$ cat src/rtl/vga_pkg.sv
// vga_pkg
// Shared definitions for the VGA raster pipeline:
//   - default timing values (640x480 @ 60 Hz, 25 MHz class pixel clock)
//   - entity_t, the codes returned by the game-board entity lookup
//   - pipe_t, the per-pixel control word carried through the lookup delay pipe
//   - entity_to_rgb(), the palette
package vga_pkg;

    localparam int H_ACTIVE_DEF = 640;
    localparam int H_FRONT_DEF  = 16;
    localparam int H_SYNC_DEF   = 96;
    localparam int H_BACK_DEF   = 48;
    localparam int V_ACTIVE_DEF = 480;
    localparam int V_FRONT_DEF  = 10;
    localparam int V_SYNC_DEF   = 2;
    localparam int V_BACK_DEF   = 33;

    typedef enum logic [1:0] {
        NOTHING = 2'd0,
        SNAKE   = 2'd1,
        WALL    = 2'd2,
        APPLE   = 2'd3
    } entity_t;

    // Raw (polarity-free) syncs and the active-area flag for one pixel.
    typedef struct packed {
        logic hs;
        logic vs;
        logic vld;
    } pipe_t;

    // Palette. Returns {red_max, green_max, blue_max}; the caller replicates
    // each flag across the channel width. The code is widened to 32 bits so
    // that codes outside entity_t (wider ENTITY_W) fall into the black default.
    function automatic logic [2:0] entity_to_rgb(input logic [31:0] code);
        logic [2:0] rgb;
        case (code)
            32'(NOTHING): rgb = 3'b111;
            32'(SNAKE):   rgb = 3'b010;
            32'(WALL):    rgb = 3'b001;
            32'(APPLE):   rgb = 3'b100;
            default:      rgb = 3'b000;
        endcase
        return rgb;
    endfunction

endpackage

$ cat src/rtl/vga_timing_pipe_if.sv
// vga_timing_pipe_if
// Coordinate request / entity response link between the raster generator
// and the game-board entity lookup.
//   curr_x, curr_y : active-area coordinate of the issued pixel (0 in blanking)
//   req_valid      : issued coordinate lies in the active area
//   entity         : entity code for the coordinate issued LOOKUP_LAT clocks earlier
// Modports: master = raster generator, slave = entity lookup.
interface vga_timing_pipe_if #(
    parameter int COORD_W  = 10,
    parameter int ENTITY_W = 2
);
    logic [COORD_W-1:0]  curr_x;
    logic [COORD_W-1:0]  curr_y;
    logic                req_valid;
    logic [ENTITY_W-1:0] entity;

    modport master (output curr_x, output curr_y, output req_valid, input entity);
    modport slave  (input curr_x, input curr_y, input req_valid, output entity);
endinterface

$ cat src/rtl/vga_axis_counter.sv
// vga_axis_counter
// One raster axis (horizontal or vertical). The axis is ordered blank-first:
// front porch, sync, back porch, then active.
// Ports:
//   i_clock, i_reset : pixel clock, synchronous active-high reset
//   i_step           : advance the count this clock
//   o_count          : position 0..TOTAL-1
//   o_wrap           : stepping from TOTAL-1 back to 0 this clock
//   o_sync_raw       : position inside the sync pulse (polarity-free)
//   o_active         : position inside the active region
module vga_axis_counter #(
    parameter int TOTAL   = 800,
    parameter int FRONT   = 16,
    parameter int SYNC    = 96,
    parameter int BLANK   = 160,
    parameter int COUNT_W = 10
) (
    input  logic               i_clock,
    input  logic               i_reset,
    input  logic               i_step,
    output logic [COUNT_W-1:0] o_count,
    output logic               o_wrap,
    output logic               o_sync_raw,
    output logic               o_active
);
    import vga_pkg::*;

    localparam logic [COUNT_W-1:0] LAST       = COUNT_W'(TOTAL - 1);
    localparam logic [COUNT_W-1:0] SYNC_FIRST = COUNT_W'(FRONT);
    localparam logic [COUNT_W-1:0] SYNC_LAST  = COUNT_W'(FRONT + SYNC - 1);
    localparam logic [COUNT_W-1:0] ACT_FIRST  = COUNT_W'(BLANK);

    logic [COUNT_W-1:0] count_q;
    logic [COUNT_W-1:0] count_d;

    assign o_wrap = i_step && (count_q == LAST);

    always_comb begin
        count_d = count_q;
        if (i_step) begin
            count_d = o_wrap ? '0 : count_q + COUNT_W'(1);
        end
    end

    always_ff @(posedge i_clock) begin
        if (i_reset) begin
            count_q <= '0;
        end else begin
            count_q <= count_d;
        end
    end

    assign o_count    = count_q;
    assign o_sync_raw = (count_q >= SYNC_FIRST) && (count_q <= SYNC_LAST);
    assign o_active   = (count_q >= ACT_FIRST);

endmodule

$ cat src/rtl/vga_timing_pipe.sv
// vga_timing_pipe
// VGA raster generator for the snake display. The counters issue a pixel
// coordinate to the entity lookup (stage S0); the syncs and active flag are
// delayed by LOOKUP_LAT registers so they line up with the returned entity,
// and everything is then captured in one output register driving the pins.
// Every pin therefore lags the counters by LOOKUP_LAT+1 clocks.
// Ports:
//   i_clock, i_reset      : pixel clock, synchronous active-high reset
//   lkp (master)          : coordinate request / entity response
//   o_frame_start         : 1-clock pulse while the counters sit at (0,0)
//   o_vga_r/g/b           : registered colour
//   o_vga_hs, o_vga_vs    : registered syncs (polarity per *_ACTIVE_LOW)
//   o_vga_de              : registered data enable
module vga_timing_pipe
    import vga_pkg::*;
#(
    parameter int H_ACTIVE      = H_ACTIVE_DEF,
    parameter int H_FRONT       = H_FRONT_DEF,
    parameter int H_SYNC        = H_SYNC_DEF,
    parameter int H_BACK        = H_BACK_DEF,
    parameter int V_ACTIVE      = V_ACTIVE_DEF,
    parameter int V_FRONT       = V_FRONT_DEF,
    parameter int V_SYNC        = V_SYNC_DEF,
    parameter int V_BACK        = V_BACK_DEF,
    parameter int COORD_W       = 10,
    parameter int COLOR_W       = 4,
    parameter int ENTITY_W      = 2,
    parameter int LOOKUP_LAT    = 1,
    parameter int HS_ACTIVE_LOW = 1,
    parameter int VS_ACTIVE_LOW = 1
) (
    input  logic               i_clock,
    input  logic               i_reset,
    vga_timing_pipe_if.master  lkp,
    output logic               o_frame_start,
    output logic [COLOR_W-1:0] o_vga_r,
    output logic [COLOR_W-1:0] o_vga_g,
    output logic [COLOR_W-1:0] o_vga_b,
    output logic               o_vga_hs,
    output logic               o_vga_vs,
    output logic               o_vga_de
);

    localparam int H_BLANK = H_FRONT + H_SYNC + H_BACK;
    localparam int H_TOTAL = H_BLANK + H_ACTIVE;
    localparam int V_BLANK = V_FRONT + V_SYNC + V_BACK;
    localparam int V_TOTAL = V_BLANK + V_ACTIVE;

    // Level of each sync pin outside its pulse.
    localparam logic HS_IDLE = (HS_ACTIVE_LOW != 0);
    localparam logic VS_IDLE = (VS_ACTIVE_LOW != 0);

    logic [COORD_W-1:0] h_count;
    logic [COORD_W-1:0] v_count;
    logic               h_wrap;
    logic               h_sync_raw;
    logic               v_sync_raw;
    logic               h_active;
    logic               v_active;
    logic               req_valid;
    pipe_t              s0;
    pipe_t              piped;

    vga_axis_counter #(
        .TOTAL(H_TOTAL), .FRONT(H_FRONT), .SYNC(H_SYNC), .BLANK(H_BLANK), .COUNT_W(COORD_W)
    ) u_h_counter (
        .i_clock    (i_clock),
        .i_reset    (i_reset),
        .i_step     (1'b1),
        .o_count    (h_count),
        .o_wrap     (h_wrap),
        .o_sync_raw (h_sync_raw),
        .o_active   (h_active)
    );

    // The vertical axis steps on the horizontal wrap, so vs_raw holds for the
    // whole line and VS edges land on h_count = 0.
    vga_axis_counter #(
        .TOTAL(V_TOTAL), .FRONT(V_FRONT), .SYNC(V_SYNC), .BLANK(V_BLANK), .COUNT_W(COORD_W)
    ) u_v_counter (
        .i_clock    (i_clock),
        .i_reset    (i_reset),
        .i_step     (h_wrap),
        .o_count    (v_count),
        .o_wrap     (),
        .o_sync_raw (v_sync_raw),
        .o_active   (v_active)
    );

    // ---- S0: coordinate issue, combinational from the counters ----
    assign req_valid     = h_active && v_active;
    assign lkp.req_valid = req_valid;
    assign lkp.curr_x    = req_valid ? (h_count - COORD_W'(H_BLANK)) : '0;
    assign lkp.curr_y    = req_valid ? (v_count - COORD_W'(V_BLANK)) : '0;
    assign s0            = {h_sync_raw, v_sync_raw, req_valid};

    // Masked during reset so the pulse first appears on the clock after release.
    assign o_frame_start = (h_count == '0) && (v_count == '0) && !i_reset;

    // ---- S1..S<LOOKUP_LAT>: align control with the lookup latency ----
    generate
        if (LOOKUP_LAT == 0) begin : g_no_pipe
            assign piped = s0;
        end else begin : g_pipe
            pipe_t pipe_q [LOOKUP_LAT];

            // Clearing every stage keeps pre-reset pixels off the pins.
            always_ff @(posedge i_clock) begin
                if (i_reset) begin
                    for (int i = 0; i < LOOKUP_LAT; i++) begin
                        pipe_q[i] <= '0;
                    end
                end else begin
                    pipe_q[0] <= s0;
                    for (int i = 1; i < LOOKUP_LAT; i++) begin
                        pipe_q[i] <= pipe_q[i-1];
                    end
                end
            end

            assign piped = pipe_q[LOOKUP_LAT-1];
        end
    endgenerate

    // ---- Output register ----
    logic [2:0]         rgb_max;
    logic [COLOR_W-1:0] r_d, g_d, b_d;
    logic [COLOR_W-1:0] r_q, g_q, b_q;
    logic               hs_d, vs_d, de_d;
    logic               hs_q, vs_q, de_q;

    always_comb begin
        rgb_max = entity_to_rgb(32'(lkp.entity));
        de_d    = piped.vld;
        // i_entity only matters inside the active area.
        r_d     = (de_d && rgb_max[2]) ? '1 : '0;
        g_d     = (de_d && rgb_max[1]) ? '1 : '0;
        b_d     = (de_d && rgb_max[0]) ? '1 : '0;
        hs_d    = piped.hs ^ HS_IDLE;
        vs_d    = piped.vs ^ VS_IDLE;
    end

    always_ff @(posedge i_clock) begin
        if (i_reset) begin
            r_q  <= '0;
            g_q  <= '0;
            b_q  <= '0;
            de_q <= 1'b0;
            hs_q <= HS_IDLE;
            vs_q <= VS_IDLE;
        end else begin
            r_q  <= r_d;
            g_q  <= g_d;
            b_q  <= b_d;
            de_q <= de_d;
            hs_q <= hs_d;
            vs_q <= vs_d;
        end
    end

    assign o_vga_r  = r_q;
    assign o_vga_g  = g_q;
    assign o_vga_b  = b_q;
    assign o_vga_de = de_q;
    assign o_vga_hs = hs_q;
    assign o_vga_vs = vs_q;

endmodule

$ cat src/flat_wrapper.sv
// flat-port wrapper written by rule: the top's interface ports become plain ports
module vga_timing_pipe_flat import vga_pkg::*;
#(
    parameter int H_ACTIVE      = H_ACTIVE_DEF,
    parameter int H_FRONT       = H_FRONT_DEF,
    parameter int H_SYNC        = H_SYNC_DEF,
    parameter int H_BACK        = H_BACK_DEF,
    parameter int V_ACTIVE      = V_ACTIVE_DEF,
    parameter int V_FRONT       = V_FRONT_DEF,
    parameter int V_SYNC        = V_SYNC_DEF,
    parameter int V_BACK        = V_BACK_DEF,
    parameter int COORD_W       = 10,
    parameter int COLOR_W       = 4,
    parameter int ENTITY_W      = 2,
    parameter int LOOKUP_LAT    = 1,
    parameter int HS_ACTIVE_LOW = 1,
    parameter int VS_ACTIVE_LOW = 1
)
  (i_clock, i_reset, o_frame_start, o_vga_r, o_vga_g, o_vga_b, o_vga_hs, o_vga_vs, o_vga_de, lkp_curr_x, lkp_curr_y, lkp_req_valid, lkp_entity);
  vga_timing_pipe_if #(.COORD_W(COORD_W), .ENTITY_W(ENTITY_W)) lkp_i ();
  input  logic i_clock;
  input  logic i_reset;
  output logic o_frame_start;
  output logic [COLOR_W-1:0] o_vga_r;
  output logic [COLOR_W-1:0] o_vga_g;
  output logic [COLOR_W-1:0] o_vga_b;
  output logic o_vga_hs;
  output logic o_vga_vs;
  output logic o_vga_de;
  output wire logic [$bits(lkp_i.curr_x)-1:0] lkp_curr_x;
  output wire logic [$bits(lkp_i.curr_y)-1:0] lkp_curr_y;
  output wire logic [$bits(lkp_i.req_valid)-1:0] lkp_req_valid;
  input wire logic [$bits(lkp_i.entity)-1:0] lkp_entity;
  assign lkp_curr_x = lkp_i.curr_x;
  assign lkp_curr_y = lkp_i.curr_y;
  assign lkp_req_valid = lkp_i.req_valid;
  assign lkp_i.entity = lkp_entity;
  vga_timing_pipe #(.H_ACTIVE(H_ACTIVE), .H_FRONT(H_FRONT), .H_SYNC(H_SYNC), .H_BACK(H_BACK), .V_ACTIVE(V_ACTIVE), .V_FRONT(V_FRONT), .V_SYNC(V_SYNC), .V_BACK(V_BACK), .COORD_W(COORD_W), .COLOR_W(COLOR_W), .ENTITY_W(ENTITY_W), .LOOKUP_LAT(LOOKUP_LAT), .HS_ACTIVE_LOW(HS_ACTIVE_LOW), .VS_ACTIVE_LOW(VS_ACTIVE_LOW)) u_core (.i_clock(i_clock), .i_reset(i_reset), .lkp(lkp_i), .o_frame_start(o_frame_start), .o_vga_r(o_vga_r), .o_vga_g(o_vga_g), .o_vga_b(o_vga_b), .o_vga_hs(o_vga_hs), .o_vga_vs(o_vga_vs), .o_vga_de(o_vga_de));
endmodule
$ cat config.mk
export PLATFORM = sky130hd
export DESIGN_NAME = vga_timing_pipe_flat
export DESIGN_NICKNAME = d
export VERILOG_FILES = /design/src/rtl/vga_pkg.sv /design/src/rtl/vga_timing_pipe_if.sv /design/src/rtl/vga_axis_counter.sv /design/src/rtl/vga_timing_pipe.sv /design/src/flat_wrapper.sv
export SDC_FILE = /design/constraint.sdc
export NUM_CORES = 1
export LEC_CHECK = 0
export ABC_AREA = 1
export CORE_UTILIZATION = 25
export DETAILED_ROUTE_END_ITERATION = 8
export SKIP_LAST_GASP = 1
export SYNTH_ARGS = -nofsm -noshare
export SYNTH_HDL_FRONTEND = slang
export SYNTH_HIERARCHICAL = 1
export SYNTH_SLANG_ARGS = --single-unit
$ cat constraint.sdc
create_clock -name i_clock -period 2.3 [get_ports i_clock]
set_clock_uncertainty 0.05 [all_clocks]
set_input_delay 0.46 -clock i_clock [delete_from_list [all_inputs] [get_ports i_clock]]
set_output_delay 0.46 -clock i_clock [all_outputs]
set_load 0.05 [all_outputs]
======== Yosys cells after proc, flatten, opt, wreduce, memory -nomap -nowiden ========
Memory sizes are Yosys's and may differ from the RTL's.
Index checks and enable logic that the tools add are counted.
operators by class
  add/subtract/negate cells ............... 4
  order comparisons ....................... 6
  eq/ne operators ......................... 5
  multiplexer cells ....................... 12
  bitwise logic cells ..................... 2
  reduce and logical (&&, ||, !) cells .... 15
operators with widths
  cell                   count
  $mux 10                3
  $add 10x1->10 const B  2
  $eq 10x10->1 const B   2
  $logic_not 10->1       2
  $mux 4                 3
  $pmux 3 s4             1
  $ge 10x4->1 const B    1
  $ge 10x5->1 const B    1
  $ge 10x6->1 const B    1
  $ge 10x8->1 const B    1
  $le 10x4->1 const B    1
  $le 10x7->1 const B    1
  $sub 10x6->10 const B  1
  $sub 10x8->10 const B  1
  $logic_and 1x1->1      9
  $eq 2x2->1 const B     2
  $mux 1                 4
  $mux 3                 1
  $reduce_or 3->1        1
  $eq 2x1->1 const B     1
  $logic_not 2->1        1
  $not 1->1              2
  $reduce_or 2->1        1
  $logic_not 1->1        1
word-level totals
  register bits after elaboration ......... 35
  RAM bits ................................ 3
  memories kept ........................... 1
memory list
  memory                words  width  read ports  clocked after memory_dff  write ports  RTL line                text
  u_core.g_pipe.pipe_q  1      3      1           0                         1            vga_timing_pipe.sv:105  pipe_t pipe_q [LOOKUP_LAT];

======== Depth between registers and ports, before layout ========
Gate-level depths: netlist (run 1).
  depth in word-level cells ............... 4
  depth in mapped cells ................... 12

======== Cells and area by module ========
The synthesis (run 1) kept the hierarchy.
by module, submodules not included
  module                                 instances  cells each  area an instance (um^2)  sequential area each (um^2)
  vga_timing_pipe                        1          128         787.0                    180.2
  vga_axis_counter (u_core.u_v_counter)  1          93          655.6                    200.2
  vga_axis_counter (u_core.u_h_counter)  1          90          593.1                    200.2

======== Worst setup path before layout (run 1) ========
OpenSTA, ideal clock, no wires.
  path kind ............................... flip-flop to output port
  start ................................... register u_core.u_v_counter.count_q[0] (netlist: u_core/u_v_counter/o_count[0])
  end ..................................... output lkp_curr_y[2]
  arrival ................................. 2228 ps
  setup slack ............................. -438 ps
  stages on the path, launching flop included .. 11
  path buffers ............................ 1
  cells stage by stage .................... dfxtp_1 -> inv_1 -> ha_1 -> a21oi_1 -> o21ai_0 -> nand3_1 -> nand2_1 -> inv_1 -> buf_6 -> o21ai_0 -> a21oi_1
on the way
  word-level cells in the longest chain between the ends .. 3
  elaborated cells between the ends (all ways) .. 4
  classes of those cells .................. 1 x add/sub; 1 x order compare; 1 x mux; 1 x reduce/logical
ends and longest elaborated chain
  item                      RTL line                text
  start: declaration        vga_axis_counter.sv:33  logic [COUNT_W-1:0] count_q;
  start signal: assignment  vga_axis_counter.sv:49  count_q <= count_d;
  $ge 10x6->1               vga_axis_counter.sv:55  assign o_active = (count_q >= ACT_FIRST);
  net u_core.v_active       vga_timing_pipe.sv:59   logic v_active;
  $logic_and 1x1->1         vga_timing_pipe.sv:91   assign req_valid = h_active && v_active;
  net lkp_req_valid         flat_wrapper.sv:32      output wire logic [$bits(lkp_i.req_valid)-1:0] lkp_req_valid;
  $mux 10                   vga_timing_pipe.sv:94   assign lkp.curr_y = req_valid ? (v_count - COORD_W'(V_BLANK)) : '0;
  end: declaration          flat_wrapper.sv:31      output wire logic [$bits(lkp_i.curr_y)-1:0] lkp_curr_y;
The timed path passes the listed nets, and every way through them passes these cells.

======== Final worst setup path (run 1) ========
  start ................................... register u_core.u_v_counter.count_q[1] (netlist: u_core/u_v_counter/o_count[1])
  end ..................................... output lkp_curr_y[8]
on the way
  word-level cells in the longest chain between the ends .. 3
  elaborated cells between the ends (all ways) .. 4
  classes of those cells .................. 1 x add/sub; 1 x order compare; 1 x mux; 1 x reduce/logical
ends and longest elaborated chain
  item                 RTL line
  $ge 10x6->1          vga_axis_counter.sv:55
  net u_core.v_active  vga_timing_pipe.sv:59
  $logic_and 1x1->1    vga_timing_pipe.sv:91
  $mux 10              vga_timing_pipe.sv:94
The timed path passes the listed nets, and every way through them passes these cells.

==> impl_results.md, run 1 <==
- Clock Power Share: 44.5%
- R2R Path End: u_core/u_v_counter/o_count[9]$_SDFFE_PP0P_
- H-Tree Depth: 2
- Worst VDD drop: between 0.0001 and 0.00015 V
- R2r setup slk: 0.41 ns
- Tmin final: between 2 and 2.5 ns
- Yosys reg bits: 29
- CTS tree: built
- Clk_lat worst skew: 0.27 ns
- Delay-heaviest family, CP: buffers and inverters
- Core Region: 7810 µm²
- CP max-delay cell: dfxtp_4
- Status: complete, no violations
- Routed wire length: 5.22 mm
- Port bufs: 40
- Maxcap violations: 0
- Vias in the first global route: 1958
- Post-Synthesis Cells: 311
- Clock buffer depth: 2
- Comb power frac: 6.5%
- Synth-to-Final Area Change: 61.8%
- Min-delay src: u_core/g_pipe.pipe_q[0][1]$_SDFF_PP0_
- Antenna violations before repair: 0
- Num CTS Buffers: 5
- Starting DRC count in detailed routing: between 70 and 80
- Reg2reg start: u_core/u_h_counter/o_count[1]$_SDFFE_PP0P_
- Die ar.: 8510 µm²
- Required time worst endpoint: 1.79 ns
- # rows: 32
- Power density cells: approximately 310 nW/µm²
- Cell-internal power: about 0.80 mW
- Drt drc: 0
- HP Class: flop to flop
- Ports: 41
- Switching share of power: 22.6%
- Critical path startpoint: u_core/u_v_counter/o_count[1]$_SDFFE_PP0P_
- TritonRoute pass-1 iters: 4
- Unrepaired setup endpoints after global routing: true
- Crit Path Category: flop to output port
- Setup crit start kind: flop
- Via-to-Cell Ratio: 4.42
- GRT Resource Usage Total: 12.6%
- Nets@finish: 394
- Via Count: 2130
- Crit path cell chain: inv_4 -> ha_4 -> inv_2 -> a21oi_2 -> o21ai_1 -> nand3_1 -> nand2_2 -> clkinv_4 -> buf_8 -> nand2_4 -> nor2_4 -> buf_12
- Number of diodes: 0
- Worst path bufs/invs: 5
- Cell area after synthesis: roughly 2000 µm²
- Hold_buf cts: 0
- Least-Margin Pin Slew: 0.507 ns
- Post-synthesis sequential area ratio: between 20% and 30%
- Detail Placement HPWL: 3.91 mm
- Post-layout util: 42.2%
- Chip height: 92.2 µm
- Largest net degree at the start of global routing: 13
- Clock Root Buffer: clkbuf_8
- First-pass GRT wire length: 8.77 mm
- Worst slack, placed: 0.0292 ns
- Yosys warnings: 6
- Die W: 92.2 µm
- Layout cells sized above 1: around a third
- Share of the cycle needed by the critical path after routing: 98.8%
- Peak Freq: 440 MHz
- Starting Density: a little over a quarter
- Worst setup EP type: output port
- Fin. Hold Viols: 0
- R2R depth: 10
- GRT overflow: 0
- Synth cell types: 30
- Max Slew Vio Count: 0
- Slew HR: 66.1%
- WL/cell: 10.8 µm
- Synth Area per Inst: 6.55 µm²
- Hold Path Stages: 1
- Final ANT Viol Nets: 0
- Reg power frac: about half
- Clock sink count: 29
- CP max FO: 7
- Critical Path AT: 1.76 ns
- Worst Slack Setup Final: 0.0270 ns
- Hold Slack: 0.322 ns
- Worst path max stage delay: 0.37 ns
- Routability cong.: 0.839
- Leak: about 1.3 nW
- Clk slew on worst S/H paths: 0.06 ns
- Final setup vio count: 0
- Worst hold endpoint: u_core/o_vga_vs$_SDFF_PP1_
- NetSw: 0.234 mW
placed cells by master, fill, tap and decap left out, types with 3 or more instances in the layout:
| cell | synthesis | routed |
|---|---|---|
| nand2_1 | 56 | 49 |
| inv_1 | 42 | 38 |
| nor2_1 | 52 | 36 |
| dfxtp_1 | 29 | 25 |
| nand3_1 | 23 | 23 |
| buf_12 | 0 | 22 |
| buf_4 | 9 | 21 |
| clkdlybuf4s50_1 | 0 | 18 |
| nor2_2 | 8 | 15 |
| nor2_4 | 4 | 13 |
| a21oi_1 | 19 | 13 |
| nor3_1 | 12 | 11 |
| ha_1 | 11 | 8 |
| clkbuf_8 | 0 | 7 |
| inv_2 | 8 | 7 |
| conb_1 | 1 | 7 |
| nand3_2 | 6 | 6 |
| o21ai_0 | 8 | 6 |
| nand2_2 | 3 | 5 |
| nand2_4 | 0 | 5 |
| o21ai_1 | 3 | 5 |
| buf_6 | 1 | 4 |
| a21oi_2 | 0 | 4 |
| inv_4 | 0 | 3 |
| a21oi_4 | 1 | 3 |
| nor4_1 | 3 | 3 |
| ha_4 | 0 | 3 |
kinds of logic after synthesis:
kind of cell | share of synthesized area (%)
flops | 28.5
fa+ha+maj | 6.76
xor+xnor | 0.861
simple gates | 40.5
other cells | 0.184
compound gates | 9.90
buf+inv | 13.3
Yosys cell counts, drive strengths merged:
library cell	n	area, µm²
o21bai	1	18.8
nand3	30	193
nor2	64	290
or2	1	6.26
inv	50	188
dfxtp	29	581
nand3b	1	7.51
clkbuf	1	3.75
buf	10	78.8
nand2	59	229
conb	1	3.75
nor3	12	60.1
o21ai	12	63.8
xor2	2	17.5
nor3b	1	7.51
nand4	2	12.5
a21o	1	7.51
nor4	3	18.8
ha	11	138
a21oi	20	111
routing by layer:
layer / track usage (%) / vias up / wire (µm)
met3: 3.57 / 6 / 302
met5: 0 / - / 0
met2: 21.5 / 47 / 2580
li1: - / 1109 / -
met4: 3.65 / 0 / 47
met1: 15.5 / 968 / 2300
cell type report:
type | count | area, µm²
Clock buffer | 7 | 96.3
Inverter | 50 | 205
Clock inverter | 1 | 5.00
Tap cell | 102 | 128
Timing Repair Buffer | 66 | 838
Fill cell | 803 | 4510
Sequential cell | 29 | 591
Multi-Input combinational cell | 227 | 1430
through the flow:
step,total power [mW],TNS [ns],instance area [µm²],std cells
3_5_place_dp,0.586,0,2920,465
5_1_grt,1.08,-1.08,3290,482
2_1_floorplan,0.556,-1.09,2130,317
6_report,1.03,0,3290,482
3_3_place_gp,0.584,0,2920,465
4_1_cts,1.05,0,3110,477
worst register-to-register path, stage by stage (launching register included):
cell	delay (ns)
dfxtp_1	0.45
ha_1	0.26
nand3_2	0.12
inv_1	0.10
nand3_2	0.08
inv_1	0.19
nand2_2	0.11
nor2_4	0.15
nand4_1	0.11
nor2_1	0.13
nor2_2	0.05
worst max path at each step:
stage,to,depth (start not counted),slack [ns]
after floorplan,lkp_curr_x[0],8,-0.11
after global placement,lkp_curr_y[5],11,0.08
after detailed placement,lkp_curr_y[9],11,0.03
after CTS,lkp_curr_y[9],11,0.002
after global routing,lkp_curr_y[0],10,-0.07
final,lkp_curr_y[8],12,0.03
state kept, by name, summed over array words and instances, names as in the netlist:
register and count:
u_core/o_vga_de 1, u_core/o_vga_r 1, u_core/o_vga_hs 1, u_core/u_h_counter/o_count 10, u_core/g_pipe.pipe_q 3, u_core/o_vga_vs 1
u_core/u_v_counter/o_count 10, u_core/o_vga_b 1, u_core/o_vga_g 1
power by group through the flow:
| stage | clock [mW] | sequential [mW] | combinational, mW |
|---|---|---|---|
| after CTS | 0.479 | 0.508 | 0.0665 |
| after global routing | 0.494 | 0.507 | 0.0755 |
| final | 0.460 | 0.507 | 0.0676 |
| after floorplan | 0 | 0.521 | 0.0348 |
| after detailed placement | 0 | 0.520 | 0.0654 |
| after global placement | 0 | 0.520 | 0.0641 |
what timing repair did:
action,in CTS,in global routing
gates cloned,0,0
endpoints found under the setup margin,22,22
resized for setup,20,41
pin swaps,5,18
buffers inserted,4,5
Note: power is estimated with default switching activity, not from simulation.
==> run 2: changes to the inputs <==
PLACE_DENSITY = 0.41   (was not set)
RECOVER_POWER = 100   (was not set)
==> run 2 against run 1 <==
The flow now finishes with violations (negative setup slack). Via count decreased by 2.3%. Sequential cell count unchanged. Utilization decreased by 0.62 points. Critical endpoint is now lkp_curr_y[5].
==> impl_results.md, run 2 (synthesis gave the netlist of run 1 again) <==
- Die W: 92.2 µm (unchanged)
- Largest net degree at the start of global routing: 13 (unchanged)
- Clk_lat worst skew: 0.28 ns (about the same)
- GRT overflow: 0 (unchanged)
- Port bufs: 40 (unchanged)
- Hold_buf cts: 0 (unchanged)
- Critical Path AT: 1.79 ns (+0.03 ns)
- Chip height: 92.2 µm (unchanged)
- Cell-internal power: 0.882 mW (+10%)
- # rows: 32 (unchanged)
- Setup crit start kind: flop
- Final instance area: 3240 µm² (-1.5%)
- Num CTS Buffers: 5 (unchanged)
- H-Tree Depth: 2 (unchanged)
- CP max FO: 4 (-3)
- Share of the cycle needed by the critical path after routing: 100% (+1.3 points)
- Hold Slack: 0.320 ns (-0.00232 ns)
- Clock sink count: 29 (unchanged)
- TritonRoute pass-1 iters: 4 (unchanged)
- Via Count: 2080 (-2.3%)
- Unrepaired setup endpoints after global routing: true
- GRT Resource Usage Total: 14.6% (+2.0 points)
- Drt drc: 0 (unchanged)
- Most frequent cells in the layout: nand2_1 (50), inv_1 (39), nor2_1 (38), nand3_1 (25), dfxtp_1 (25)
- Reg power frac: 44.9% (-4.1 points)
- Worst path bufs/invs: 4 (-1)
- Final ANT Viol Nets: 0 (unchanged)
- Delay-heaviest family, CP: simple AND/OR/NAND/NOR gates
- Slew HR: 56.2% (-9.9 points)
- Die ar.: 8510 µm² (unchanged)
- Power density cells: 348 nW/µm² (+11%)
- Worst VDD drop: 0.000197 V (+46%)
- Peak Freq: 434 MHz (-1.3%)
- Ports: 41 (unchanged)
- Worst path max stage delay: 0.35 ns (-0.02 ns)
- CTS tree: built
- Most common cell after layout, fill and taps aside: nand2_1
- Crit Path Category: flop to output port
- NetSw: 0.247 mW (+5.6%)
- Leak: 1.35 nW (+2.8%)
- Layout cells sized above 1: 33.2% (-1.3 points)
- DP Area: 2940 µm² (+0.51%)
- Antenna violations before repair: 0 (unchanged)
- Clock Power Share: 49.3% (+4.8 points)
- Starting DRC count in detailed routing: 59 (-20%)
- Routed wire length: 5.70 mm (+9.1%)
- Starting Density: 26.1% (unchanged)
- Least-Margin Pin Slew: 0.657 ns (+0.150 ns)
- Required time worst endpoint: 1.79 ns (about the same)
- Status: complete, but fails checks
- Nets@finish: 391 (-0.76%)
- Final setup vio count: 1 (+1)
- Clock Root Buffer: clkbuf_8
- Maxcap violations: 0 (unchanged)
- Worst Slack Setup Final: -0.00370 ns (-0.0307 ns)
- HP Class: flop to flop
- Vias in the first global route: 1942 (-0.82%)
- Clock buffer depth: 2 (unchanged)
- Worst slack, placed: 0.0376 ns (+0.00842 ns)
- First-pass GRT wire length: 9.63 mm (+9.8%)
- Clk slew on worst S/H paths: 0.07 ns (about the same)
- Failing checks: negative setup slack
- Worst setup EP type: output port
- Number of diodes: 0 (unchanged)
- Max Slew Vio Count: 0 (unchanged)
- Comb power frac: 5.8% (-0.7 points)
- Core Region: 7810 µm² (unchanged)
- Design Power: 1.13 mW (+9.1%)
- Crit path cell chain: inv_4 -> ha_4 -> inv_2 -> a21oi_2 -> o21ai_1 -> nand3_1 -> nand2_4 -> clkinvlp_4 -> nand2_2 -> nor2_4 -> buf_12
- Switching share of power: 21.9% (-0.73 points)
- Synth-to-Final Area Change: 59.4%
- Tmin final: 2.30 ns (+0.0307 ns)
- Routability cong.: 0.756 (-9.8%)
- Detail Placement HPWL: 4.31 mm (+10%)
- CP max-delay cell: dfxtp_2
- WL/cell: 11.9 µm (+9.8%)
- Via-to-Cell Ratio: 4.34 (-1.7%)
- Fin. Hold Viols: 0 (unchanged)
## run 2: cell types whose count changed in the layout (fill, tap and decap cells not counted), moves of 2 or more
cell and delta:
clkdlybuf4s50_1 -16, o21ai_1 -3, nor2_1 +2, nand2_4 -2, buf_4 -3, nand3_2 -2
o21ai_2 +3, nor2_4 -2, clkbuf_1 +2, dlygate4sd3_1 +16, nand3_1 +2
## run 2: worst paths after layout
| check | slack [ns] | depth (start not counted) | endpoint | startpoint |
|---|---|---|---|---|
| setup / recovery | -0.004 | 11 | lkp_curr_y[5] | u_core/u_v_counter/o_count[1]$_SDFFE_PP0P_ |
| setup reg to reg | 0.20 | 10 | u_core/u_v_counter/o_count[5]$_SDFFE_PP0P_ | u_core/u_h_counter/o_count[1]$_SDFFE_PP0P_ |
| hold / removal | 0.32 | 1 | u_core/o_vga_hs$_SDFF_PP1_ | u_core/g_pipe.pipe_q[0][2]$_SDFF_PP0_ |
| hold reg to reg | 0.32 | 1 | u_core/o_vga_hs$_SDFF_PP1_ | u_core/g_pipe.pipe_q[0][2]$_SDFF_PP0_ |
## run 2: area by class of cell
class,instances,area [µm²]
Fill cell,804,4560
Timing Repair Buffer,62,793
Clock buffer,7,86.3
Inverter,50,198
Multi-Input combinational cell,227,1410
Tap cell,102,128
Timing Repair inverter,1,7.51
Sequential cell,29,591
Clock inverter,1,30.0
## run 2: routing by layer
layer  track usage, %  wire, µm  vias up
li1                 -         -     1099
met1             18.2      2690      936
met2             24.8      2770       40
met3             3.40       192        5
met4             4.30        51        0
met5                0         0        -
## run 2: timing repair
| action | 4_1_cts | 5_1_grt |
|---|---|---|
| pin swaps | 8 | 12 |
| setup buffers | 2 | 1 |
| cloned | 1 | 0 |
| resized for setup | 44 | 17 |
| setup endpoints to repair | 22 | 22 |
## run 2: per-stage QoR
| stage | instances | utilization (%) | TNS [ns] |
|---|---|---|---|
| 3_3_place_gp | 467 | 37.6 | 0 |
| 5_1_grt | 479 | 41.6 | -1.69 |
| 3_5_place_dp | 467 | 37.6 | 0 |
| 6_report | 479 | 41.6 | -0.00370 |
| 4_1_cts | 478 | 41.2 | -0.176 |
| 2_1_floorplan | 317 | - | -1.09 |
## run 2: power groups by stage
stage	logic [mW]	registers [mW]	clock network, mW
2_1_floorplan	0.0348	0.521	0
3_3_place_gp	0.0664	0.521	0
3_5_place_dp	0.0666	0.521	0
4_1_cts	0.0681	0.508	0.578
5_1_grt	0.0757	0.507	0.599
6_report	0.0657	0.507	0.556
==> run 3: changes to the inputs <==
RECOVER_POWER = not set   (was 100)
==> run 3 against run 2 <==
The run still ends with negative setup slack left. Register-to-register slack better by 0.13 ns. Sequential share of layout area is 0.22 points lower. Global-route usage stayed put. Combinational power is 3.5% higher. Cell area grew 1.2%. Die area is the same. Fmax barely moved. Largest cell class unchanged. Sequential power hardly changed. Count of clock-buffer cells in the layout unchanged. Critical endpoint unchanged. Routed wire length shrank 0.32%.
==> impl_results.md, run 3 (synthesis gave the netlist of run 1 again) <==
- Status: complete, but fails checks
- Failing checks: negative setup slack
- HP Class: flop to flop
- Starting Density: 26.1% (unchanged)
- Clock Root Buffer: clkbuf_8
- Nets@finish: 391 (unchanged)
- Worst VDD drop: 0.000197 V (+0.45%)
- Via-to-Cell Ratio: 4.35 (about the same)
- Die W: 92.2 µm (unchanged)
- GRT Resource Usage Total: 14.6% (unchanged)
- Via Count: 2082 (+0.096%)
- Least-Margin Pin Slew: 0.504 ns (-0.153 ns)
- Required time worst endpoint: 1.79 ns (about the same)
- Power density cells: 345 nW/µm² (-0.87%)
- Antenna violations before repair: 0 (unchanged)
- Synth-to-Final Area Change: 61.3%
- Worst slack, placed: 0.0376 ns (unchanged)
- GRT overflow: 0 (unchanged)
- R2R depth: 10 (unchanged)
- Num CTS Buffers: 5 (unchanged)
- Leak: 1.32 nW (-2.8%)
- DP Area: 2940 µm² (unchanged)
- WL/cell: 11.9 µm (-0.32%)
- Die ar.: 8510 µm² (unchanged)
- Layout cells sized above 1: 35.0% (+1.9 points)
- Vias in the first global route: 1942 (unchanged)
- CTS tree: built
- Number of diodes: 0 (unchanged)
- Maxcap violations: 0 (unchanged)
- Drt drc: 0 (unchanged)
- Core Region: 7810 µm² (unchanged)
- Crit Path Category: flop to output port
- M3 GR Usage: 3.40% (unchanged)
- Slew HR: 66.3% (+10 points)
- CP max FO: 4 (unchanged)
- Port bufs: 40 (unchanged)
- Share of the cycle needed by the critical path after routing: 100% (about the same)
- Final Non-Filler Cells: 479 (unchanged)
- Clk slew on worst S/H paths: 0.07 ns (about the same)
- TritonRoute pass-1 iters: 5 (+1)
- Worst Slack Setup Final: -0.00504 ns (-0.00134 ns)
- Critical Path AT: 1.80 ns (about the same)
- Setup crit start kind: flop
- # rows: 32 (unchanged)
- Final setup vio count: 2 (+1)
- Chip height: 92.2 µm (unchanged)
- Met1 Usage GRT: 18.2% (unchanged)
- Hold_buf cts: 0 (unchanged)
- H-Tree Depth: 2 (unchanged)
- Largest net degree at the start of global routing: 13 (unchanged)
- R2R Path End: u_core/u_v_counter/o_count[9]$_SDFFE_PP0P_
- Most frequent cells in the layout: nand2_1 (49), inv_1 (38), nor2_1 (36), dfxtp_1 (25), nand3_1 (23)
- Post-Place Cells: 467 (unchanged)
- Worst setup EP type: output port
- Peak Freq: 434 MHz (about the same)
- Unrepaired setup endpoints after global routing: true
- Detail Placement HPWL: 4.31 mm (unchanged)
- R2r setup slk: 0.33 ns (+0.13 ns)
- First-pass GRT wire length: 9.63 mm (unchanged)
- Max Slew Vio Count: 0 (unchanged)
- Most common cell after layout, fill and taps aside: nand2_1
- Final ANT Viol Nets: 0 (unchanged)
- Fin. Hold Viols: 0 (unchanged)
- Hold Path Stages: 1 (unchanged)
- Clock buffer depth: 2 (unchanged)
- Grt met2 use: 24.8% (unchanged)
- Tmin final: 2.31 ns (+0.00134 ns)
- Starting DRC count in detailed routing: 68 (+15%)
- Reg2reg start: u_core/u_h_counter/o_count[1]$_SDFFE_PP0P_
- Global route hottest layer: met2
- Clk_lat worst skew: 0.28 ns (about the same)
- Routed wire length: 5.68 mm (-0.32%)
- Min-delay src: u_core/g_pipe.pipe_q[0][2]$_SDFF_PP0_
- Routability cong.: 0.756 (unchanged)
- Ports: 41 (unchanged)
- Final instance area: 3280 µm² (+1.2%)
- Worst hold endpoint: u_core/o_vga_hs$_SDFF_PP1_
- Clock sink count: 29 (unchanged)
run 3: cell count changes in the layout (fill, tap and decap cells not counted), sizes merged:
cell	delta
buf	+1
clkbuf	-1
clkdlybuf4s50	+16
dlygate4sd3	-16
run 3: how the worst max path moves through the flow:
| stage | from | to | slack, ns | depth (start not counted) |
|---|---|---|---|---|
| floorplan | u_core/u_v_counter/o_count[1]$_SDFFE_PP0P_ | lkp_curr_x[0] | -0.11 | 8 |
| global placement | u_core/u_v_counter/o_count[0]$_SDFFE_PP0P_ | lkp_curr_y[4] | 0.08 | 10 |
| detailed placement | u_core/u_v_counter/o_count[0]$_SDFFE_PP0P_ | lkp_curr_y[4] | 0.04 | 10 |
| CTS | u_core/u_v_counter/o_count[1]$_SDFFE_PP0P_ | lkp_curr_y[3] | -0.05 | 11 |
| global route | u_core/u_v_counter/o_count[1]$_SDFFE_PP0P_ | lkp_curr_y[5] | -0.12 | 11 |
| finish | u_core/u_v_counter/o_count[1]$_SDFFE_PP0P_ | lkp_curr_y[5] | -0.005 | 11 |
run 3: critical path, stage by stage (launching register included):
cell and delay [ns]:
dfxtp_2 0.35, inv_4 0.05, ha_4 0.15, inv_2 0.05, a21oi_2 0.05, o21ai_1 0.11, nand3_1 0.12, nand2_4 0.14
clkinvlp_4 0.17, nand2_2 0.13, nor2_4 0.04, buf_12 0.14
run 3: report_power, final:
group	switching [mW]	total (mW)	internal, mW
logic	0.0402	0.0680	0.0278
registers	0.00392	0.507	0.503
clock network	0.204	0.557	0.353
total	0.248	1.13	0.884
run 3: per-stage QoR:
stage | utilization, % | TNS [ns] | hold slack [ns] | power (mW)
2_1_floorplan | - | -1.09 | 0.301 | 0.556
3_3_place_gp | 37.6 | 0 | 0.308 | 0.587
3_5_place_dp | 37.6 | 0 | 0.306 | 0.587
4_1_cts | 41.2 | -0.176 | 0.323 | 1.15
5_1_grt | 42.1 | -1.65 | 0.341 | 1.18
6_report | 42.1 | -0.00641 | 0.320 | 1.13
run 3: what timing repair did:
item                       CTS  global route
resized for setup           44            17
pin swaps                    8            12
setup buffers                2             1
setup endpoints to repair   22            22
cloned                       1             0
run 3: layout make-up:
| cell class | instances | area [µm²] |
|---|---|---|
| inverter | 50 | 198 |
| timing repair buffer | 62 | 797 |
| timing repair inverter | 1 | 7.51 |
| clock inverter | 1 | 30.0 |
| clock buffer | 7 | 86.3 |
| tap | 102 | 128 |
| sequential | 29 | 591 |
| multi-input combinational | 227 | 1450 |
| fill | 798 | 4520 |
run 3: layer usage:
layer  part of all wire, %  up-vias
met4                  0.90        0
met2                    49       42
met1                    46      937
met5                     0        -
met3                   4.0        5
li1                      -     1098
